File: src/rtl/pe_typeb_scheduler.sv
// pe_typeb_scheduler
//   Round-robin front end that shares one PE_typeB-style converter/bypass PE
//   among NUM_REQ requesters. Issue is zero-cycle (ready and the PE input are
//   combinational from the request). A {valid, tag} pipe of LATENCY stages
//   follows each issue so that the PE result can be steered back to the
//   requester that issued it. The PE selects its output on the live op line, so
//   op only changes after the pipe has drained (RUN -> DRAIN -> SWITCH -> RUN).
//
// Ports
//   clk, rst            clock, asynchronous active-high reset
//   req_valid/ready     per-requester handshake, ready is one-hot
//   req_data            operands, requester i at [i*DWIDTH +: DWIDTH]
//   req_op              2 bits per requester, bit 0 = convert(1)/bypass(0)
//   pe_inp1, pe_t_valid_inp1, pe_op   shared PE input side
//   pe_out1, pe_t_valid_out1          shared PE output side
//   rsp_valid/rsp_data  registered one-hot response, shared data bus
//   busy                results in flight or an op switch in progress
//   err_orphan          sticky: PE valid and tag pipe tail disagreed
module pe_typeb_scheduler #(
  parameter int NUM_REQ = 4,
  parameter int LATENCY = 4,
  parameter int DWIDTH  = 64,
  parameter int TAGW    = (NUM_REQ > 1) ? $clog2(NUM_REQ) : 1
) (
  input  logic                      clk,
  input  logic                      rst,
  input  logic [NUM_REQ-1:0]        req_valid,
  input  logic [NUM_REQ*DWIDTH-1:0] req_data,
  input  logic [NUM_REQ*2-1:0]      req_op,
  output logic [NUM_REQ-1:0]        req_ready,
  output logic [DWIDTH-1:0]         pe_inp1,
  output logic                      pe_t_valid_inp1,
  output logic [1:0]                pe_op,
  input  logic [DWIDTH-1:0]         pe_out1,
  input  logic                      pe_t_valid_out1,
  output logic [NUM_REQ-1:0]        rsp_valid,
  output logic [DWIDTH-1:0]         rsp_data,
  output logic                      busy,
  output logic                      err_orphan
);

  localparam int IFW = $clog2(LATENCY + 2);

  typedef enum logic [1:0] {S_RUN, S_DRAIN, S_SWITCH} state_t;

  state_t              r_state;
  state_t              w_state_next;
  logic                r_cur_op;
  logic                r_pend_op;
  logic                r_lock_valid;
  logic [TAGW-1:0]     r_lock_id;
  logic [TAGW-1:0]     r_rr_ptr;
  logic [IFW-1:0]      r_inflight;
  logic                r_tag_v  [LATENCY];
  logic [TAGW-1:0]     r_tag_id [LATENCY];
  logic [NUM_REQ-1:0]  r_rsp_valid;
  logic [DWIDTH-1:0]   r_rsp_data;
  logic                r_err_orphan;

  logic                w_rr_found;
  logic [TAGW-1:0]     w_rr_id;
  logic                w_lock_hit;
  logic                w_win_valid;
  logic [TAGW-1:0]     w_win_id;
  logic                w_win_op;
  logic                w_issue;
  logic                w_start_drain;
  logic                w_lock_drop;
  logic                w_tail_v;
  logic [TAGW-1:0]     w_tail_id;

  // Only bit 0 of each op field is meaningful.
  logic [NUM_REQ-1:0]  w_unused_op_hi;
  for (genvar gi = 0; gi < NUM_REQ; gi++) begin : g_op_hi
    assign w_unused_op_hi[gi] = req_op[2*gi+1];
  end

  // Round-robin search starting just after the last issuer, with wrap.
  always_comb begin
    int v_idx;
    v_idx      = 0;
    w_rr_found = 1'b0;
    w_rr_id    = '0;
    for (int k = 1; k <= NUM_REQ; k++) begin
      v_idx = int'(r_rr_ptr) + k;
      if (v_idx >= NUM_REQ) v_idx = v_idx - NUM_REQ;
      if (!w_rr_found && req_valid[TAGW'(v_idx)]) begin
        w_rr_found = 1'b1;
        w_rr_id    = TAGW'(v_idx);
      end
    end
  end

  // A requester that forced an op switch goes first once the switch is done,
  // but only while it is still asking; otherwise round-robin takes over.
  assign w_lock_hit  = r_lock_valid && req_valid[r_lock_id];
  assign w_win_valid = w_lock_hit || w_rr_found;
  assign w_win_id    = w_lock_hit ? r_lock_id : w_rr_id;
  assign w_win_op    = req_op[{w_win_id, 1'b0}];
  assign w_lock_drop = (r_state == S_RUN) && r_lock_valid && !req_valid[r_lock_id];

  assign w_tail_v  = r_tag_v[LATENCY-1];
  assign w_tail_id = r_tag_id[LATENCY-1];

  // State register
  always_ff @(posedge clk or posedge rst) begin
    if (rst) r_state <= S_RUN;
    else     r_state <= w_state_next;
  end

  // Next state and issue decision. Issue is held off while rst is high so the
  // combinational handshake outputs show their reset values immediately.
  always_comb begin
    w_state_next  = r_state;
    w_issue       = 1'b0;
    w_start_drain = 1'b0;
    case (r_state)
      S_RUN: begin
        if (!rst && w_win_valid) begin
          if (w_win_op == r_cur_op) begin
            w_issue = 1'b1;
          end else begin
            w_start_drain = 1'b1;
            w_state_next  = S_DRAIN;
          end
        end
      end
      S_DRAIN: begin
        if (r_inflight == '0) w_state_next = S_SWITCH;
      end
      S_SWITCH: w_state_next = S_RUN;
      default:  w_state_next = S_RUN;
    endcase
  end

  assign req_ready       = w_issue ? (NUM_REQ'(1) << w_win_id) : '0;
  assign pe_t_valid_inp1 = w_issue;
  assign pe_inp1         = w_issue ? req_data[int'(w_win_id)*DWIDTH +: DWIDTH] : '0;
  assign pe_op           = {1'b0, r_cur_op};

  // Arbitration bookkeeping, op switch and lock
  always_ff @(posedge clk or posedge rst) begin
    if (rst) begin
      r_cur_op     <= 1'b0;
      r_pend_op    <= 1'b0;
      r_lock_valid <= 1'b0;
      r_lock_id    <= '0;
      r_rr_ptr     <= TAGW'(NUM_REQ - 1);
    end else begin
      if (w_issue) r_rr_ptr <= w_win_id;
      if (w_start_drain) begin
        r_lock_valid <= 1'b1;
        r_lock_id    <= w_win_id;
        r_pend_op    <= w_win_op;
      end else if ((w_issue && w_lock_hit) || w_lock_drop) begin
        r_lock_valid <= 1'b0;
      end
      if (r_state == S_SWITCH) r_cur_op <= r_pend_op;
    end
  end

  // Tag pipe: stage 0 records this cycle's issue, tail lines up with the PE output.
  always_ff @(posedge clk or posedge rst) begin
    if (rst) begin
      for (int s = 0; s < LATENCY; s++) begin
        r_tag_v[s]  <= 1'b0;
        r_tag_id[s] <= '0;
      end
    end else begin
      r_tag_v[0]  <= w_issue;
      r_tag_id[0] <= w_issue ? w_win_id : '0;
      for (int s = 1; s < LATENCY; s++) begin
        r_tag_v[s]  <= r_tag_v[s-1];
        r_tag_id[s] <= r_tag_id[s-1];
      end
    end
  end

  // In-flight count follows the tag pipe, not the PE valid, so a missing PE
  // valid cannot leave the count stuck.
  always_ff @(posedge clk or posedge rst) begin
    if (rst) begin
      r_inflight <= '0;
    end else begin
      case ({w_issue, w_tail_v})
        2'b10:   r_inflight <= r_inflight + IFW'(1);
        2'b01:   r_inflight <= r_inflight - IFW'(1);
        default: r_inflight <= r_inflight;
      endcase
    end
  end

  // Response steering and orphan detection
  always_ff @(posedge clk or posedge rst) begin
    if (rst) begin
      r_rsp_valid  <= '0;
      r_rsp_data   <= '0;
      r_err_orphan <= 1'b0;
    end else begin
      if (pe_t_valid_out1 && w_tail_v) begin
        r_rsp_valid <= NUM_REQ'(1) << w_tail_id;
        r_rsp_data  <= pe_out1;
      end else begin
        r_rsp_valid <= '0;
      end
      if (pe_t_valid_out1 != w_tail_v) r_err_orphan <= 1'b1;
    end
  end

  assign rsp_valid  = r_rsp_valid;
  assign rsp_data   = r_rsp_data;
  assign err_orphan = r_err_orphan;
  assign busy       = (r_inflight != '0) || (r_state != S_RUN);

endmodule

File: config.mk
export PLATFORM = sky130hd
export DESIGN_NAME = pe_typeb_scheduler
export DESIGN_NICKNAME = d
export VERILOG_FILES = /design/src/rtl/pe_typeb_scheduler.sv
export SDC_FILE = /design/constraint.sdc
export NUM_CORES = 1
export LEC_CHECK = 0
export CAP_MARGIN = 20
export CORE_AREA = 5 5 183 185
export DETAILED_ROUTE_END_ITERATION = 7
export DIE_AREA = 0 0 188 190
export DONT_BUFFER_PORTS = 1
export PLACE_DENSITY = 0.41
export SLEW_MARGIN = 10
export SYNTH_ARGS = -nofsm -noshare
export SYNTH_HDL_FRONTEND = slang
export SYNTH_SLANG_ARGS = --single-unit
File: constraint.sdc
create_clock -name clk -period 7.5 [get_ports clk]
set_clock_uncertainty 0.2 [all_clocks]
set_input_delay 0.75 -clock clk [delete_from_list [all_inputs] [get_ports clk]]
set_output_delay 0.75 -clock clk [all_outputs]
set_load 0.01 [all_outputs]
After elaboration in Yosys (flattened, before gate mapping)
Cells that the tools add are included.
- flip-flop bits (word level): 93
- latch bits: 0
- memory bits (writable): 0
- memory bits (read-only): 0
- bits of input ports: 335
- output and inout bits: 141
- word-level logic and storage cells: 120
- memories: 0
- add/sub/neg operators: 10
- $mul: 0
- divide/modulo/power cells: 0
- order comparisons: 10
- eq/ne operators: 9
- shift-type cells: 3
- muxes and demuxes: 46
- bitwise gates (word level): 0
- reductions and logical operators: 24
- operator list (kind ; number):
    $shiftx 256x9->64 ; 1
    $mux 64 ; 1
    $mux 2 ; 13
    $mux 1 ; 22
    $lt 2x4->1 const B ; 4
    $bmux 1 s2 ; 6
    $ge 3x3->1 const B ; 3
    $logic_and 1x1->1 ; 9
    $mux 4 ; 2
    $shl 1x2->4 const A ; 2
    $sub 2x1->2 const B ; 4
    $add 2x2->3 const B ; 2
    $pmux 3 s2 ; 1
    $reduce_bool 2->1 ; 3
    $logic_not 1->1 ; 5
    $add 2x3->4 const B ; 1
    $eq 2x1->1 const B ; 2
    $eq 2x2->1 const B ; 2
    $ge 4x3->1 const B ; 1
    $lt 3x4->1 const B ; 1
    $ne 2x2->1 const B ; 2
    $pmux 2 s2 ; 1
    $add 2x1->3 const B ; 1
    $add 3x1->3 const B ; 1
    10 further kinds ; 12

Longest topological paths before layout
- word-level depth: 27
- gate-level depth with buffers: 16
- gate-level depth less buffers: 13

Least setup slack after synthesis
Ideal clock, no wire load.
- kind: input to output
- start: input port rst
- end: output port req_ready[0]
- arrival: 4069 ps
- slack: 2481 ps
- stages: 6
- path through: inv_1 > nand3_1 > or2_1 > buf_6 > buf_2 > nor3_1
- longest elaborated chain between the ends: 5
- ends and longest elaborated chain (element ; line ; RTL):
    start, declared ; 26 ; input logic rst,
    $logic_not 1->1 (no line) ; - ;
    $logic_and 1x1->1 ; 119 ; if (!rst && w_win_valid) begin
    $mux 1 ; 119 ;
    $mux 1 ; 117 ; case (r_state)
    $mux 4 ; 136 ; assign req_ready = w_issue ? (NUM_REQ'(1) << w_win_id) : '0;
    end, declared ; 30 ; output logic [NUM_REQ-1:0] req_ready,
Every way passes these cells.

Worst setup path after layout
- start: register r_lock_id[0]
- end: output port pe_inp1[63]
- longest elaborated chain between the ends: 11
- ends and longest elaborated chain (element ; line ; RTL):
    start, declared ; 51 ; logic [TAGW-1:0] r_lock_id;
    start signal, assigned ; 153 ; r_lock_id <= w_win_id;
    parallel branches: the longest is 10 deep, another holds $shiftx 256x9->64 ; - ;
    $mux 64 (*) ; 138 ; assign pe_inp1 = w_issue ? req_data[int'(w_win_id)*DWIDTH +: DWIDTH] : '0;
    end, declared ; 31 ; output logic [DWIDTH-1:0] pe_inp1,
Mark *: on every way between the ends. The select of a mux whose other input is x is not followed.

==> flow_metrics.env <==
export IMPL_fin_crit_ps=5236
export IMPL_timing_final_ws_setup_ps=2264
export IMPL_post_route_util_pct=20.33
export IMPL_drt_vias_per_instance=4.911
export IMPL_ios=476
export IMPL_internal_power_uw=859.1
export IMPL_ys_seq_area_share_pct=40.36
export IMPL_fp_dieArea_um2=35720
export IMPL_drv_slew=0
export IMPL_drt_initial_drc_count=331
export IMPL_p_leak_nw=2.620
export IMPL_core_area_um2=31880
export IMPL_hold_buffers=0
export IMPL_hold_class="primary input to async pin"
export IMPL_dp_hpwl_um=23550
export IMPL_slowest_delay_ps=790
export IMPL_max_slew_margin_pct=36.84
export IMPL_post_cts_buffers=0
export IMPL_arrival_ps=4290
export IMPL_drive_above_1_share_pct=38.89
export IMPL_cts_buffers=9
export IMPL_r2r_start="r_lock_id[0]$_DFFE_PP0P_"
export IMPL_ys_seq_elements=93
export IMPL_drv_cap=0
export IMPL_clockPowerShare_pct=41.5
export IMPL_htree_levels=3
export IMPL_grt_usage_pct=13.80
export IMPL_die_h_um=190
export IMPL_clockBufferDepth=2
export IMPL_routed_wirelength_um=26740
export IMPL_cp_startpoint="r_lock_id[0]$_DFFE_PP0P_"
export IMPL_cp_common_cell="mux2i_1"
export IMPL_switching_share_pct=22.48
export IMPL_hold_viol_final=0
export IMPL_ant_nets=0
export IMPL_syn_area_per_cell_um2=13.49
export IMPL_crit_path_start_kind="flop"
export IMPL_root_buffer="clkbuf_16"
export IMPL_vias=4091
export IMPL_power_frac_seq_pct=45.3
export IMPL_cp_required_ps=6550
export IMPL_num_rows=66
export IMPL_critPathKind="flop to output pin"
export IMPL_met3_usage_pct=6.018
export IMPL_synth_cells=428
export IMPL_synth_fp_nets=766
export IMPL_critPathSlowestCell="mux2_4"
export IMPL_grt_busiest_layer="met2"
export IMPL_rsz0062_at_grt="no"
export IMPL_synth_main_ff_cell="dfrtp_1"
export IMPL_crit_fanout=69
export IMPL_synth_distinct_cells=44
export IMPL_path_buf_inv=1
export IMPL_die_w_um=188
export IMPL_drc=0
export IMPL_cp_cell_sequence="mux2i_1 > or2_1 > o21ai_0 > mux2_4 > mux2i_1 > xnor2_1 > or2_2 > buf_4 > nor2b_1"
export IMPL_grt_pass1_wl_um=34250
export IMPL_cts_tree="yes"
export IMPL_ir_worst_vdd_mv=0.09068
export IMPL_antenna_found_initial=31
export IMPL_grt_pass1_vias=4055
export IMPL_synth_edf_count=0
export IMPL_powerDensity_nw_per_um2=171.1
export IMPL_place_ws_ps=2417
export IMPL_ys_async_sr_fraction_pct=100.0
export IMPL_met1_usage_pct=15.34
export IMPL_clkSinkCount=93
export IMPL_outcome="finished, final reports clean"
export IMPL_hold_slack_ps=149.7
export IMPL_path_clk_slew_ps=70
export IMPL_cp_top_family="multiplexers"
export IMPL_nets=747
export IMPL_ctsResizeCount=0
export IMPL_cp_end_kind="output pin"
export IMPL_gp_congestion=0.9818
export IMPL_insertion_delay_ps=340
export IMPL_grt_max_degree=70
export IMPL_setup_viol=0
export IMPL_tns_ps=0
export IMPL_pwr_share_comb_pct=13.3
export IMPL_netlist_area_um2=5772
export IMPL_max_freq_mhz=191.0
export IMPL_p_total_mw=1.108
export IMPL_portBuffers=0
export IMPL_syn2layout_area_growth_pct=12.25
export IMPL_p_switching_uw=249.1
export IMPL_grt_remaining_overflow=0
export IMPL_first_pass_iters=5
export IMPL_yosysWarnings=0
export IMPL_tightest_slew_ps=947.5
export IMPL_met2_usage_pct=23.22
export IMPL_fin_crit_sh_pct=69.81
export IMPL_initial_core_util_pct=18.11
export IMPL_drt_wirelength_per_cell_um=32.10
## path summary, 6_finish.rpt
path	to	slack (ps)	depth (start not counted)
max	pe_inp1[63]	2260	9
min	r_tag_id[4]$_DFF_PP0_	150	1
max reg2reg	r_inflight[2]$_DFFE_PP0P_	2780	13
min reg2reg	w_tail_v$_DFF_PP0_	150	0
max in group asynchronous	rsp_data[38]$_DFFE_PP0P_	5910	2
min in group clk	w_tail_v$_DFF_PP0_	150	0
## cell usage after synthesis, types with 2 or more instances
cell type  count  area (um2)
a21o_1         2       15.01
a21oi_1        3       15.01
a311oi_1       2       17.52
and3b_1        2       17.52
buf_2          7       35.03
buf_4          3       22.52
buf_6          4       45.04
clkbuf_1      18       67.56
dfrtp_1       91        2277
dfstp_2        2       52.55
ha_1           2       25.02
inv_1         10       37.54
mux2_2        67       754.5
mux2_4         2       30.03
mux2i_1        5       50.05
mux4_2        64        1441
nand2_1       15       56.30
nand2b_1       3       18.77
nand3_1        3       15.01
nor2_1         7       26.28
nor2b_1       67       419.2
nor3_1         9       45.04
nor3b_1        2       15.01
nor4_1         3       18.77
o21ai_0        9       45.04
o221ai_1       3       26.28
or2_1          2       12.51
xnor2_1        4       35.03
xor2_1         2       17.52
## power by group through the flow
stage               clock (mW)  sequential (mW)  combinational, mW
floorplan                    0            0.511              0.129
global placement             0            0.511              0.145
detailed placement           0            0.511              0.147
CTS                      0.478            0.501              0.149
global route             0.500            0.501              0.159
finish                   0.460            0.501              0.147
## cell families after synthesis
group | after synthesis | share of synthesized area (%)
mux | 138 | 39.43
simple gates | 118 | 11.77
flops | 93 | 40.36
buf+inv | 44 | 3.793
compound gates | 25 | 2.883
xor+xnor | 6 | 0.9105
fa+ha+maj | 3 | 0.7803
other cells | 1 | 0.06497
## layout make-up
type | instances | area (um2)
fillers | 3447 | 25400
multi-input cells | 291 | 3233
flip-flops and latches | 93 | 2330
well taps | 408 | 510.5
clock buffers | 10 | 239.0
clock inverters | 6 | 68.82
inverters | 10 | 40.04
repair buffers | 4 | 30.03
diodes | 11 | 27.53
## metal layers
| metal | up-vias | wire length, um |
|---|---|---|
| met3 | 54 | 2712 |
| met5 | - | 44 |
| met2 | 357 | 13620 |
| li1 | 1565 | - |
| met4 | 8 | 765 |
| met1 | 2107 | 9601 |
## cells in the final DEF (no fill, tap or decap), types with 2 or more instances in the layout
master and n:
mux2i_1 5, mux2_2 67, a21oi_1 3, clkbuf_16 9
nor3_1 9, and3b_1 2, inv_1 9, nor2_1 7
xor2_1 2, mux4_2 64, mux2_4 2, nor4_1 3
o221ai_1 3, a21o_1 2, nand3_1 3, nor2b_1 67
inv_6 2, nand2_1 14, or2_2 2, xnor2_1 4
nand2b_1 3, diode_2 11, dfrtp_1 91, o21ai_0 9
a311oi_1 2, dfstp_2 2, nor3b_1 2, buf_4 4
## flip-flops by register name (all words and copies together) (netlist names)
signal / count
r_pend_op: 1
r_tag_v: 3
r_cur_op: 1
w_tail_v: 1
r_rr_ptr: 2
rsp_valid: 4
w_tail_id: 2
r_lock_valid: 1
r_inflight: 3
r_lock_id: 2
r_state: 2
err_orphan: 1
r_tag_id: 6
rsp_data: 64
## per-stage QoR
stage / area, um2 / cells
after floorplan: 5772 / 428
final: 6479 / 833
after detailed placement: 6143 / 806
after global routing: 6466 / 828
after global placement: 6143 / 806
after CTS: 6451 / 822
Note: power is estimated with default switching activity, not from simulation.
